<file path="src/rtl/fp_add_post_normalize.sv">
// Post-adder normalizer and rounder for the single-precision add/sub path.
// It normalizes the raw sum one bit per cycle, rounds to nearest-even, and
// packs an IEEE-754 word with {overflow, underflow, inexact, zero} flags.
module fp_add_post_normalize #(
  parameter int EXP_W  = 8,
  parameter int FRAC_W = 23,
  parameter int MANT_W = FRAC_W + 5
) (
  input  logic                      clk,
  input  logic                      rst_n,
  input  logic                      in_valid,
  output logic                      in_ready,
  input  logic                      in_sign,
  input  logic [EXP_W-1:0]          in_exp,
  input  logic [MANT_W-1:0]         in_mant,
  output logic                      out_valid,
  input  logic                      out_ready,
  output logic [EXP_W+FRAC_W:0]     out_result,
  output logic [3:0]                out_flags
);

  localparam logic [1:0] S_IDLE  = 2'd0;
  localparam logic [1:0] S_SHIFT = 2'd1;
  localparam logic [1:0] S_ROUND = 2'd2;
  localparam logic [1:0] S_DONE  = 2'd3;

  // One spare exponent bit so that a carry out of 0xFF is visible as overflow.
  localparam logic [EXP_W:0] EXP_MAX = {1'b0, {EXP_W{1'b1}}};
  localparam logic [EXP_W:0] EXP_ONE = {{EXP_W{1'b0}}, 1'b1};

  logic [1:0]              state;
  logic                    sign_q;
  logic [EXP_W:0]          exp_q;
  logic [MANT_W-1:0]       mant_q;
  logic [EXP_W+FRAC_W:0]   result_q;
  logic [3:0]              flags_q;

  // Rounding datapath signals.
  logic                    rnd_inc;
  logic                    rnd_inexact;
  logic [FRAC_W+1:0]       rnd_sum;
  logic [EXP_W:0]          rnd_exp;
  logic [FRAC_W-1:0]       rnd_frac;
  logic [EXP_W+FRAC_W:0]   rnd_result;
  logic [3:0]              rnd_flags;

  assign in_ready   = (state == S_IDLE);
  assign out_valid  = (state == S_DONE);
  assign out_result = result_q;
  assign out_flags  = flags_q;

  // Round-to-nearest-even on the normalized mantissa held in mant_q.
  always_comb begin
    // NOTE: every signal driven here gets a default first so that no path
    // through the block leaves it unassigned, which would infer a latch.
    rnd_exp     = exp_q;
    rnd_frac    = '0;
    rnd_result  = '0;
    rnd_flags   = '0;
    rnd_inexact = |mant_q[2:0];
    rnd_inc     = mant_q[2] & (mant_q[1] | mant_q[0] | mant_q[3]);
    rnd_sum     = {1'b0, mant_q[MANT_W-2:3]} + (FRAC_W+2)'(rnd_inc);

    if (rnd_sum[FRAC_W+1]) begin
      // Increment rippled past the hidden bit: renormalize right by one.
      rnd_exp  = exp_q + EXP_ONE;
      rnd_frac = rnd_sum[FRAC_W:1];
    end else begin
      rnd_frac = rnd_sum[FRAC_W-1:0];
    end

    if (rnd_exp >= EXP_MAX) begin
      rnd_result = {sign_q, {EXP_W{1'b1}}, {FRAC_W{1'b0}}};
      rnd_flags  = 4'b1010;
    end else begin
      rnd_result = {sign_q, rnd_exp[EXP_W-1:0], rnd_frac};
      rnd_flags  = {2'b00, rnd_inexact, 1'b0};
    end
  end

  // Control FSM plus the working sign/exponent/mantissa and result registers.
  always_ff @(posedge clk or negedge rst_n) begin
    if (!rst_n) begin
      state    <= S_IDLE;
      sign_q   <= 1'b0;
      exp_q    <= '0;
      mant_q   <= '0;
      result_q <= '0;
      flags_q  <= '0;
    end else begin
      // NOTE: state registers use non-blocking assignments so every register
      // samples the pre-edge values, independent of statement order.
      case (state)
        S_IDLE: begin
          if (in_valid) begin
            sign_q <= in_sign;
            exp_q  <= {1'b0, in_exp};
            mant_q <= in_mant;
            state  <= S_SHIFT;
          end
        end

        S_SHIFT: begin
          if (exp_q == EXP_MAX) begin
            // Inf/NaN operand: pass the fraction through untouched.
            result_q <= {sign_q, {EXP_W{1'b1}}, mant_q[MANT_W-3:3]};
            flags_q  <= 4'b0000;
            state    <= S_DONE;
          end else if (mant_q == '0) begin
            result_q <= {sign_q, {(EXP_W+FRAC_W){1'b0}}};
            flags_q  <= 4'b0001;
            state    <= S_DONE;
          end else if (mant_q[MANT_W-1]) begin
            // Carry out of the adder: shift right, folding bit 1 into sticky.
            mant_q <= {1'b0, mant_q[MANT_W-1:2], mant_q[1] | mant_q[0]};
            exp_q  <= exp_q + EXP_ONE;
            state  <= S_ROUND;
          end else if (mant_q[MANT_W-2]) begin
            state <= S_ROUND;
          end else if (exp_q <= EXP_ONE) begin
            // No room left to normalize: flush to signed zero.
            result_q <= {sign_q, {(EXP_W+FRAC_W){1'b0}}};
            flags_q  <= 4'b0110;
            state    <= S_DONE;
          end else begin
            mant_q <= {mant_q[MANT_W-2:0], 1'b0};
            exp_q  <= exp_q - EXP_ONE;
          end
        end

        S_ROUND: begin
          result_q <= rnd_result;
          flags_q  <= rnd_flags;
          state    <= S_DONE;
        end

        default: begin
          // S_DONE: result held until the consumer takes it.
          if (out_ready) begin
            state <= S_IDLE;
          end
        end
      endcase
    end
  end

endmodule

</file>
<file path="config.mk">
export PLATFORM = sky130hd
export DESIGN_NAME = fp_add_post_normalize
export DESIGN_NICKNAME = d
export VERILOG_FILES = /design/src/rtl/fp_add_post_normalize.sv
export SDC_FILE = /design/constraint.sdc
export NUM_CORES = 1
export LEC_CHECK = 0
export CORE_MARGIN = 1
export CORE_UTILIZATION = 45
export CTS_CLUSTER_DIAMETER = 50
export DETAILED_ROUTE_END_ITERATION = 7
export DONT_BUFFER_PORTS = 1
export GPL_ROUTABILITY_DRIVEN = 0
export SLEW_MARGIN = 20
export SYNTH_ARGS = -nofsm -noshare
export SYNTH_HDL_FRONTEND = slang
export SYNTH_SLANG_ARGS = --single-unit
</file>
<file path="constraint.sdc">
create_clock -name clk -period 2.5 [get_ports clk]
set_clock_uncertainty 0.05 [all_clocks]
set_input_delay 0.75 -clock clk [delete_from_list [all_inputs] [get_ports clk]]
set_output_delay 0.75 -clock clk [all_outputs]
set_load 0.1 [all_outputs]
</file>
==> results.ini <==
[timing]
drv_slew = 0
slew_headroom = 0.546
max_slew.worst_pin.slew_ns = 0.679
fmax_mhz = 385
hold_viol = 0
finalSetupViolCount = 14
hold_ws_ns = 0.0496
rsz0062_at_grt = yes
period_share = 1.04
period_needed_ns = 2.60
timing.final.ws_setup_ns = -0.0978

[synthesis]
synthTopCellsByCount = dfrtp_1 (76), nor2_1 (70), nand2_1 (62)
ys_ff_latch = 76
synth.area.mux_share = 0.0101
seq_area_frac_synth = 0.356
synthTopCellsByArea = dfrtp_1 (36%), nor2_1 (4.9%), a21oi_1 (4.4%), nand2_1 (4.4%), o31ai_1 (4.4%)
synth_compound_area_frac = 0.276
synth_top_area_cell = dfrtp_1
synth.avg_cell_area_um2 = 8.23
synth_top_family_by_area = compound AO/OA/AOI/OAI gates
synth_edf_count = 0
syn_nets = 700
ys_async_sr_fraction = 1.00
synth_fa_ha_area_frac = 0.0211
synth_top_area_frac = 0.356
syn_inst = 650
synth.most_common_cell = dfrtp_1
ys_types = 70
synth_xor_area_frac = 0.0246
yosys.area_share.simple = 0.231
yosysWarningCount = 0
netlist_area_um2 = 5350
synth_ff_type = dfrtp_1

[detailed_routing]
antenna_left = 0
routed_wl_um = 17100
num_vias = 5520
wl_per_cell_um = 19.5
drt_iter0_drc = 366
vias_per_cell = 6.28
dr.pass1.iters = 8
drc = 10

[cts]
cts_hold_buf = 0
cts.sinks = 76
clock_latency_ns = 0.34
root_buffer = clkbuf_16
cts_tree = built
numCtsBuffers = 9
htreeDepth = 3
clk_path_buf_depth = 2
clkTransAtPathRegs_ns = 0.06

[grt]
grt_pass1_vias = 5173
grt_max_degree = 77
antenna_found_initial = 0
grtUsageTotal = 0.273
gr-total-overflow = 0
grt_pass1_wl_um = 26800

[die]
rows = 39
die_area_um2 = 12300
start_util = 0.464
core_um2 = 11500
ios = 79
die_y_um = 111
die_w_um = 111

[final_layout]
n_fill_cell = 965
synthToLayoutAreaGrowth_pct = 34.6
fin_util = 0.625
diodes = 0
drive_above_1_share = 0.337
final_area_um2 = 7200
nets = 782

[place]
hpwlAfterDp_um = 11700
place_area_um2 = 6250
port_buffers = 0

[worst_setup_path]
path_buf_inv = 2
crit_top_cell = and3_4
end_kind = flip-flop
crit_start = mant_q[2]
slowest_stage = dfrtp_1
path_delay_family = compound AO/OA/AOI/OAI gates
path_cells = and2_4, ha_4, and3_4, and3_4, a31oi_1, nor4_2, buf_4, a211o_4, clkbuf_16, a32oi_2, o21ai_1
cp.arrival_ns = 2.77
timing.rr.start = mant_q[2]
slowest_delay_ns = 0.37
critPathKind = reg2reg
cp.required_ns = 2.68
worst-path-max-fanout = 12
critPathLaunchType = flip-flop

[worst_hold_path]
hp-class = in2async

[run_status]
status = finished with violations
violations = design-rule violations, negative setup slack

[flow_run]
drv_cap = 0

-- layout by cell type (no fill, tap or decap), types with 11 or more instances in the layout --
cell type,n
nand2_1,62
nor3_1,19
a21oi_1,40
o21ai_1,11
o21ai_0,29
buf_4,127
a221oi_1,26
clkbuf_16,12
nor2_1,68
nand4_1,16
dfrtp_1,70
inv_1,13
nand3_1,11
o31ai_1,29
-- state kept, by name (all words and copies together), names as in the netlist --
| name | flops |
|---|---|
| out_result | 32 |
| mant_q | 28 |
| exp_q | 9 |
| out_flags | 4 |
| state | 2 |
| sign_q | 1 |
-- cells by family after synthesis --
group,Yosys count
simple gates,243
mux,5
buf+inv,90
fa+ha+maj,9
flops,76
xor+xnor,15
compound gates,212
-- final cells by class --
cell class              instances  area, um2  share of cell area
clock buffers                  13        250              0.0348
clock inverters                 2       35.0             0.00487
multi-input cells             484       3470               0.483
well taps                     143        179              0.0249
flip-flops and latches         76       1910               0.265
repair buffers                146       1290               0.179
inverters                      15       56.3             0.00782
-- worst register-to-register path, cell delays in order (launching register included) --
cell and delay, ns:
dfrtp_1 0.37, and2_4 0.16, ha_4 0.15, and3_4 0.18, and3_4 0.21, a31oi_1 0.27, nor4_2 0.11, buf_4 0.15
a211o_4 0.34, clkbuf_16 0.19, a32oi_2 0.22, o21ai_1 0.09
-- metal layers --
| layer | wire length, um | up-vias | global-route usage | part of all wire |
|---|---|---|---|---|
| met3 | 1120 | 37 | 0.0426 | 0.066 |
| li1 | - | 2570 | - | - |
| met1 | 7800 | 2682 | 0.403 | 0.46 |
| met5 | 0 | - | 0 | 0 |
| met4 | 464 | 0 | 0.115 | 0.027 |
| met2 | 7710 | 231 | 0.396 | 0.45 |
-- metrics by stage --
stage	setup TNS [ns]	setup slack, ns	std cells
after floorplan	-1.10	-0.139	650
after global placement	-0.0724	-0.0279	842
after detailed placement	-0.367	-0.0553	842
after CTS	-0.0230	-0.0230	857
after global routing	-2.03	-0.142	879
final	-0.682	-0.0978	879
-- path summary, 6_finish.rpt --
kind	slack, ns	to	cells past startpoint
worst max-delay path	-0.1	out_result[10]	11
worst min-delay path	0.05	out_result[12]	0
worst max register to register	-0.1	out_result[10]	11
worst min register to register	0.41	out_result[31]	2
max in group asynchronous	2.23	exp_q[0]	0
min in group clk	0.41	out_result[31]	2
-- repair_timing --
action / in CTS / in global routing
hold endpoints to repair: 0 / 0
resized for setup: 4 / 83
gates cloned: 0 / 3
endpoints found under the setup margin: 23 / 67
pin swaps: 1 / 29
buffers inserted: 0 / 20
Power is left out: the tool's default activity adds up to more than one toggle a clock period on the data nets, which glitch-free logic cannot reach.
